==> config.mk <==
export PLATFORM = sky130hd
export DESIGN_NAME = apb_led_pwm_ctrl
export DESIGN_NICKNAME = d
export VERILOG_FILES = /design/src/rtl/apb_led_pwm_ctrl.sv
export SDC_FILE = /design/constraint.sdc
export NUM_CORES = 1
export LEC_CHECK = 0
export ABC_CLOCK_PERIOD_IN_PS = 2800
export BUFFER_PORTS_ARGS = -buffer_cell sky130_fd_sc_hd__buf_2
export CORE_MARGIN = 2
export CORE_UTILIZATION = 40
export DETAILED_ROUTE_END_ITERATION = 12
export PLACE_DENSITY = 0.67
export SYNTH_ARGS = -nofsm -noshare
export SYNTH_HDL_FRONTEND = slang
export SYNTH_SLANG_ARGS = --single-unit
==> constraint.sdc <==
create_clock -name clk -period 2.8 [get_ports clk]
set_clock_uncertainty 0.2 [all_clocks]
set_input_delay 0.28 -clock clk [delete_from_list [all_inputs] [get_ports clk]]
set_output_delay 0.28 -clock clk [all_outputs]
set_load 0.1 [all_outputs]
==> src/rtl/apb_led_pwm_ctrl.sv <==
// apb_led_pwm_ctrl
//   APB register slave driving LED_NUM LED channels. Each channel is static,
//   blinking, PWM-dimmed or blinking+dimmed. A shared prescaler produces a
//   tick that advances one blink timer and one PWM counter.
// Ports
//   clk, resetn            clock, synchronous active-low reset
//   apb_req/psel/enab/rw   bus request, select, access phase, 0=read 1=write
//   apb_addr               byte address, [4:2] selects the register
//   apb_datai / apb_datao  write data / read data (valid while apb_ack=1)
//   apb_ack                one-cycle transfer acknowledge
//   led                    registered LED pins (inverted when ACTIVE_LOW=1)
`ifndef ADDR_WIDTH
`define ADDR_WIDTH 32
`endif
`ifndef APB_DATA_WIDTH
`define APB_DATA_WIDTH 32
`endif

module apb_led_pwm_ctrl #(
    parameter int unsigned LED_NUM    = 4,
    parameter int unsigned PWM_BITS   = 8,
    parameter int unsigned PRE_W      = 16,
    parameter bit          ACTIVE_LOW = 1'b0
) (
    input  logic                       clk,
    input  logic                       resetn,
    input  logic                       apb_req,
    input  logic                       apb_psel,
    input  logic                       apb_rw,
    input  logic [`ADDR_WIDTH-1:0]     apb_addr,
    input  logic                       apb_enab,
    input  logic [`APB_DATA_WIDTH-1:0] apb_datai,
    output logic [`APB_DATA_WIDTH-1:0] apb_datao,
    output logic                       apb_ack,
    output logic [LED_NUM-1:0]         led
);

    localparam int unsigned DW = `APB_DATA_WIDTH;

    logic [LED_NUM-1:0]  out_q, out_d, blink_q, blink_d, pwmen_q, pwmen_d;
    logic [PRE_W-1:0]    pre_q, pre_d, pre_cnt_q, pre_cnt_d;
    logic [15:0]         period_q, period_d, bcnt_q, bcnt_d;
    logic [PWM_BITS-1:0] duty_q, duty_d, pwm_cnt_q, pwm_cnt_d;
    logic                phase_q, phase_d;
    logic                ack_q, ack_d;
    logic [DW-1:0]       rdata_q, rdata_d;
    logic [LED_NUM-1:0]  led_q, led_d;

    logic                access, tick, pwm_on, clr;
    logic [2:0]          idx;
    logic [DW-1:0]       rd_mux;
    logic [LED_NUM-1:0]  lit;

    logic unused_bits;
    assign unused_bits = ^{apb_addr, apb_datai};

    always_comb begin
        idx    = apb_addr[4:2];
        access = apb_req & apb_psel & apb_enab & ~ack_q;

        // read value reflects state before any write in the same access
        rd_mux = '0;
        case (idx)
            3'd0: rd_mux[LED_NUM-1:0]  = out_q;
            3'd1: rd_mux[LED_NUM-1:0]  = blink_q;
            3'd2: rd_mux[LED_NUM-1:0]  = pwmen_q;
            3'd3: rd_mux[PRE_W-1:0]    = pre_q;
            3'd4: rd_mux[15:0]         = period_q;
            3'd5: rd_mux[PWM_BITS-1:0] = duty_q;
            3'd6: begin
                rd_mux[16]             = phase_q;
                rd_mux[PWM_BITS-1:0]   = pwm_cnt_q;
            end
            default: rd_mux = '0;
        endcase

        ack_d   = access;
        rdata_d = access ? rd_mux : '0;

        out_d    = out_q;
        blink_d  = blink_q;
        pwmen_d  = pwmen_q;
        pre_d    = pre_q;
        period_d = period_q;
        duty_d   = duty_q;
        clr      = 1'b0;

        if (access && apb_rw) begin
            case (idx)
                3'd0: out_d    = apb_datai[LED_NUM-1:0];
                3'd1: blink_d  = apb_datai[LED_NUM-1:0];
                3'd2: pwmen_d  = apb_datai[LED_NUM-1:0];
                3'd3: begin pre_d    = apb_datai[PRE_W-1:0];    clr = 1'b1; end
                3'd4: begin period_d = apb_datai[15:0];         clr = 1'b1; end
                3'd5: begin duty_d   = apb_datai[PWM_BITS-1:0]; clr = 1'b1; end
                default: ;
            endcase
        end

        tick      = (pre_cnt_q == pre_q);
        pre_cnt_d = tick ? '0 : pre_cnt_q + PRE_W'(1);
        bcnt_d    = bcnt_q;
        phase_d   = phase_q;
        pwm_cnt_d = pwm_cnt_q;
        if (tick) begin
            pwm_cnt_d = pwm_cnt_q + PWM_BITS'(1);
            if (bcnt_q == period_q) begin
                bcnt_d  = '0;
                phase_d = ~phase_q;
            end else begin
                bcnt_d  = bcnt_q + 16'd1;
            end
        end

        // a timing-register write overrides any tick in the same cycle
        if (clr) begin
            pre_cnt_d = '0;
            bcnt_d    = '0;
            pwm_cnt_d = '0;
            phase_d   = 1'b1;
        end

        pwm_on = (pwm_cnt_q < duty_q);
        lit    = out_q & (~blink_q | {LED_NUM{phase_q}}) & (~pwmen_q | {LED_NUM{pwm_on}});
        led_d  = lit ^ {LED_NUM{ACTIVE_LOW}};
    end

    always_ff @(posedge clk) begin
        if (!resetn) begin
            out_q     <= '0;
            blink_q   <= '0;
            pwmen_q   <= '0;
            pre_q     <= '0;
            period_q  <= '0;
            duty_q    <= '0;
            pre_cnt_q <= '0;
            bcnt_q    <= '0;
            pwm_cnt_q <= '0;
            phase_q   <= 1'b1;
            ack_q     <= 1'b0;
            rdata_q   <= '0;
            led_q     <= {LED_NUM{ACTIVE_LOW}};
        end else begin
            out_q     <= out_d;
            blink_q   <= blink_d;
            pwmen_q   <= pwmen_d;
            pre_q     <= pre_d;
            period_q  <= period_d;
            duty_q    <= duty_d;
            pre_cnt_q <= pre_cnt_d;
            bcnt_q    <= bcnt_d;
            pwm_cnt_q <= pwm_cnt_d;
            phase_q   <= phase_d;
            ack_q     <= ack_d;
            rdata_q   <= rdata_d;
            led_q     <= led_d;
        end
    end

    assign apb_ack   = ack_q;
    assign apb_datao = rdata_q;
    assign led       = led_q;

endmodule

==> flow_summary.ini, run 1 <==
[outcome]
status = finished, final reports clean

[logic_synthesis]
ys_ff_latch = 115
synth_most_common_cell = dfxtp_1
synth_ff_type = dfxtp_1
synth_area_leaders = dfxtp_1 42%, mux2i_1 6.3%, xor2_1 6.3%
yosys.area.top_type = dfxtp_1
synth_edf_count = 0
ys_seq_area_share_pct = 41.63
synthTopCellsByCount = 115 x dfxtp_1, 71 x nand2_1, 42 x nor2_1
syn_area_per_cell_um2 = 8.709
syn-cell-area_um2 = 5530
ys_warn_count = 0
netlist_instances = 635
synth.top_cell.area_share_pct = 41.63
async_flop_share_pct = 0
synth_cell_type_count = 47

[worst_setup_path]
worstPathMaxFanout = 50
worstSetupPathType = reg -> reg
worst-r2r-setup-slack_ns = 0.57
cp.required_ns = 2.94
endpoint_kind = flip-flop
worst-endpoint-arrival_ns = 2.37
startpoint_type = flip-flop

[global_routing]
busiest_layer = met2
gr-total-overflow = 0
met3_usage_pct = 5.337
grtUsageMet1_pct = 26.04
antenna_found_initial = 0
grt_pass1_wl_um = 23050
grt_max_degree = 51
met2_usage_pct = 32.69
grt_pass1_vias = 4599
grt_usage_pct = 20.06

[clocking]
cts_buffers = 17
worst_skew_pair.late_latency_ns = 0.41
ctsHtreeMaxLevel = 4
clk_pin_slew_ns = 0.06
cts_sinks = 115
tritoncts = done
ctsResizeCount = 0
cts_buffer_depth = 2
cts_setup_buffers = 0
cts-root-buf = clkbuf_16

[floorplan]
fp.dieW_um = 121.6
die_h_um = 121.6
ios = 107
fp.coreArea_um2 = 13350
rows = 42
start_util_pct = 41.43
die_area_um2 = 14780

[place]
gp_congestion = 0.8663
hpwlAfterDp_um = 9664
port_buffers = 46

[power]
ir_drop_mv = 0.6570
p_per_area_nw_per_um2 = 658.6
p_total_w = 0.004390
p_leak_nw = 2.626

[cells_and_area]
antenna_cells = 0
seqCellArea_um2 = 2302
n_fill_cell = 1271
finalNetCount = 774
drive_above_1_share_pct = 12.45
synthToLayoutAreaGrowth_pct = 20.54
multi_input_area_um2 = 2977

[routing]
dr.pass1.iters = 4
drtIter0Drc = 409
avgViaCountPerCell = 5.351
drt-total-wl_um = 14040
drtAntennaViolNets = 0
drt_drc_violations_left = 0
via_count = 4725
wire_per_inst_um = 15.90

[timing]
fmax_mhz = 449.3
timing.final.crit_share_pct = 79.49
min_period_ns = 2.226
rsz0062_at_grt = no
maxSlewViolCount = 0
setup_viol_count_final = 0
hold_viol = 0
worst_pin_slew_ns = 0.7211
finalSetupTns_ns = 0
timing.slew.headroom_pct = 51.60

[min_path]
hold_class = in -> reg

[job]
maxCapViolations = 0
final timing paths:
path                                      end  cells past startpoint         start
worst min register to register      duty_q[3]                      2     duty_q[3]
worst max register to register      bcnt_q[5]                      6  pre_cnt_q[1]
worst max-delay path                bcnt_q[5]                      6  pre_cnt_q[1]
worst min-delay path            apb_datao[16]                      3   apb_addr[4]
final cells by class:
type                    instances  area share, %
flip-flops and latches        115          34.53
clock buffers                  22          6.813
multi-input cells             470          44.65
inverters                      18          1.014
clock inverters                10          2.703
well taps                     176          3.303
repair buffers                 72          6.982
critical path, cell delays in order, from the launching register on:
cell and delay, ns:
dfxtp_1 0.44, xor2_1 0.10, nor4_1 0.29, nand4_1 0.13, buf_4 0.28, or4_1 0.55, a21oi_1 0.16
what timing repair did:
item | 4_1_cts | 5_1_grt
endpoints found under the hold margin | 31 | 0
hold buffers | 16 | 0
endpoints found under the setup margin | 0 | 0
logic make-up after synthesis:
group | synth area share, %
AND/OR/NAND/NOR | 22.47
flip-flops | 41.63
AO/OA/AOI/OAI | 12.92
buffers and inverters | 5.498
XOR/XNOR | 7.602
multiplexers | 7.557
adder cells (fa/ha/maj) | 2.262
other | 0.06781
where the power goes:
group	internal (W)	leakage (nW)	switching, W	total, W
combinational	0.000105	1.39	0.000250	0.000355
clock	0.00160	0.304	0.000746	0.00234
sequential	0.00166	0.927	0.0000347	0.00169
through the flow:
step	hold slack (ns)	utilization (%)	cell area (um2)	setup slack, ns	instances
2_1_floorplan	0.2148	-	5583	0.3036	649
3_3_place_gp	0.2584	43.99	5872	0.6401	835
3_5_place_dp	0.2643	43.99	5872	0.5889	835
4_1_cts	0.1241	49.94	6666	0.5747	883
5_1_grt	0.1594	49.94	6666	0.3869	883
6_report	0.1469	49.94	6666	0.5742	883
placed cells by master, fill, tap and decap left out, types with 10 or more instances in the layout:
| master | instances |
|---|---|
| buf_4 | 10 |
| inv_1 | 17 |
| mux2i_1 | 35 |
| a21boi_1 | 28 |
| or3_1 | 19 |
| ha_1 | 10 |
| nand2_1 | 71 |
| a21oi_1 | 24 |
| and3_1 | 15 |
| xor2_1 | 40 |
| o21ai_0 | 10 |
| o21ai_1 | 15 |
| nor2_1 | 42 |
| nand3_1 | 33 |
| conb_1 | 15 |
| dlygate4sd3_1 | 16 |
| nor2b_1 | 27 |
| dfxtp_1 | 115 |
| buf_2 | 46 |
| a22oi_1 | 11 |
| clkbuf_16 | 17 |
state kept, by name (all words and copies together), names as in the netlist:
register and flops:
apb_ack 1, apb_datao 17, bcnt_q 16, blink_q 4, duty_q 8, led 4
out_q 4, period_q 16, phase_q 1, pre_cnt_q 16, pre_q 16, pwm_cnt_q 8
pwmen_q 4
routing by layer:
metal | up-vias | wire length, um
li1 | 2304 | -
met1 | 2263 | 6450
met2 | 134 | 6671
met3 | 24 | 644
met4 | 0 | 274
met5 | - | 0
Power figures use the tool's default switching activity.
==> run 2, diff against run 1 <==
--- a/config.mk
+++ b/config.mk
@@ -5,12 +5,12 @@
 export SDC_FILE = /design/constraint.sdc
 export NUM_CORES = 1
 export LEC_CHECK = 0
-export ABC_CLOCK_PERIOD_IN_PS = 2800
+export ABC_CLOCK_PERIOD_IN_PS = 1900
 export BUFFER_PORTS_ARGS = -buffer_cell sky130_fd_sc_hd__buf_2
 export CORE_MARGIN = 2
 export CORE_UTILIZATION = 40
 export DETAILED_ROUTE_END_ITERATION = 12
-export PLACE_DENSITY = 0.67
+export PLACE_DENSITY = 0.69
 export SYNTH_ARGS = -nofsm -noshare
 export SYNTH_HDL_FRONTEND = slang
 export SYNTH_SLANG_ARGS = --single-unit
==> constraint.sdc (replaced) <==
create_clock -name clk -period 1.9 [get_ports clk]
set_clock_uncertainty 0.2 [all_clocks]
set_input_delay 0.19 -clock clk [delete_from_list [all_inputs] [get_ports clk]]
set_output_delay 0.19 -clock clk [all_outputs]
set_load 0.1 [all_outputs]
==> run 2 against run 1 <==
The run now ends with negative setup slack left. Fmax up 0.35%. Cell count increased by 8.5%. Via count up 9.0%. Largest cell class unchanged.
==> flow_summary.ini, run 2 (synthesis results as in run 1) <==
[worst_setup_path]
cp.required_ns = 2.04
worstSetupPathType = reg -> reg
r2r_cells = 8
regToRegStartpoint = pre_q[13]
worst-r2r-setup-slack_ns = -0.32
worst-endpoint-arrival_ns = 2.36
cp_common_cell = buf_6
worstPathMaxFanout = 8
worstPathCellList = xor2_1 > nor4_2 > nand4_1 > buf_6 > buf_12 > buf_6 > or3_1 > a21oi_1
startpoint_type = flip-flop
critPathSlowestCell = or3_1
critPathMaxStageDelay_ns = 0.35
endpoint_kind = flip-flop
r2r-end = bcnt_q[14]

[timing]
rsz0062_at_grt = yes
maxSlewViolCount = 0
hold_viol = 0
min_period_ns = 2.218
setup_viol_count_final = 40
fmax_mhz = 450.9
timing.final.crit_share_pct = 116.7
fin_ws_ns = -0.3179

[floorplan]
ios = 107
rows = 42
start_util_pct = 41.43
fp.coreArea_um2 = 13350
die_h_um = 121.6
die_area_um2 = 14780
fp.dieW_um = 121.6

[place]
postPlaceCellArea_um2 = 6456
gp_congestion = 0.9019
port_buffers = 46
hpwlAfterDp_um = 10760
place_ws_ns = -0.3722

[clocking]
tritoncts = done
worst_skew_pair.late_latency_ns = 0.42
cts_buffers = 17
cts_sinks = 115
ctsHtreeMaxLevel = 4
cts-root-buf = clkbuf_16
clk_pin_slew_ns = 0.05
cts_buffer_depth = 2

[global_routing]
grt_usage_pct = 21.35
grt_max_degree = 48
gr-total-overflow = 0
antenna_found_initial = 0
grt_pass1_vias = 4899
grt_pass1_wl_um = 24590

[routing]
drt-total-wl_um = 16230
drtAntennaViolNets = 0
via_count = 5152
wire_per_inst_um = 16.94
drt_drc_violations_left = 0
avgViaCountPerCell = 5.378
drtIter0Drc = 374
dr.pass1.iters = 5

[min_path]
min_path_cells = 3
holdPathEnd = apb_datao[1]
hp-start = apb_addr[2]
hold_class = in -> reg

[power]
p_int_w = 0.005043
sw_frac_of_total_pct = 24.04
p_clk_share_pct = 51.7
ir_drop_mv = 0.6367
power_switching_w = 0.001596
combPwrFrac_pct = 10.9
pwr-share-seq_pct = 37.4
p_leak_nw = 3.126
p_per_area_nw_per_um2 = 874.5

[cells_and_area]
design_area_um2 = 7592
finalNetCount = 849
fin_util_pct = 56.88
synthToLayoutAreaGrowth_pct = 37.29
final_common_cell = dfxtp_1
antenna_cells = 0
drive_above_1_share_pct = 27.49
largest_reg_flops = 17
mostFrequentLayoutCells = 107 x dfxtp_1, 72 x buf_4, 69 x nand2_1

[outcome]
status = complete, but fails checks
violations = negative setup slack

[job]
maxCapViolations = 0
==> run 2: cell count changes in the layout (fill, tap and decap cells not counted), moves of 4 or more <==
cell      change
nor4_2        +4
a211oi_1      -4
nor4_1        -4
a211oi_2      +4
buf_12        +6
or3_1         -8
dfxtp_2       +7
dfxtp_1       -8
a21oi_2      +12
a21oi_1      -12
buf_4        +62
or3_4         +8
==> run 2: layout make-up <==
class | instances | area (um2)
inverter | 18 | 67.56
multi-input combinational | 470 | 3202
clock inverter | 9 | 148.9
tap | 176 | 220.2
timing repair buffer | 147 | 1151
fill | 1124 | 5756
sequential | 115 | 2315
clock buffer | 23 | 488.0
==> run 2: worst max path at each step <==
stage / from / to / slack [ns] / cells past startpoint
2_1_floorplan: apb_ack / pwmen_q[0] / -0.09 / 5
3_3_place_gp: pre_q[10] / bcnt_q[5] / -0.37 / 6
3_5_place_dp: pre_q[10] / bcnt_q[7] / -0.37 / 7
4_1_cts: pre_q[10] / bcnt_q[7] / -0.27 / 7
5_1_grt: pre_q[12] / bcnt_q[14] / -0.37 / 8
6_report: pre_q[13] / bcnt_q[14] / -0.32 / 8
==> run 2: power groups by stage <==
stage | Combinational, W | Sequential [W] | Clock, W
floorplan | 0.000402 | 0.00253 | 0
detailed placement | 0.000596 | 0.00253 | 0
CTS | 0.000652 | 0.00248 | 0.00347
finish | 0.000722 | 0.00248 | 0.00343
global route | 0.000767 | 0.00248 | 0.00360
global placement | 0.000580 | 0.00253 | 0
==> run 2: timing repair <==
item / in CTS / in global routing
cloned: 1 / 3
hold buffers: 18 / 0
setup buffers: 2 / 1
pin swaps: 7 / 26
gates resized for setup: 13 / 42
hold endpoints to repair: 54 / 0
setup endpoints to repair: 44 / 51
==> run 2: critical path: cells and delay by family (launching register included) <==
family	cells	cell delay [ns]
AO/OA/AOI/OAI	1	0.17
buffers and inverters	3	0.43
XOR/XNOR	1	0.16
flip-flops	1	0.33
AND/OR/NAND/NOR	3	0.83
==> run 2: layer usage <==
layer / track usage, % / share of wire, % / wire length, um / vias up
li1: - / - / - / 2443
met4: 8.549 / 2.0 / 327 / 0
met1: 26.32 / 42 / 6887 / 2494
met2: 36.03 / 50 / 8152 / 185
met5: 0 / 0 / 0 / -
met3: 5.056 / 5.3 / 867 / 30
==> run 2: metrics by stage <==
stage               std cells  total power [W]  hold WS [ns]  TNS [ns]
floorplan                 649         0.002935        0.1173    -1.857
global placement          902         0.003110        0.2586    -9.813
detailed placement        902         0.003127        0.2577    -9.695
CTS                       955         0.006601       0.04670    -5.620
global route              958         0.006852       0.07307    -10.79
finish                    958         0.006640       0.06197    -7.767
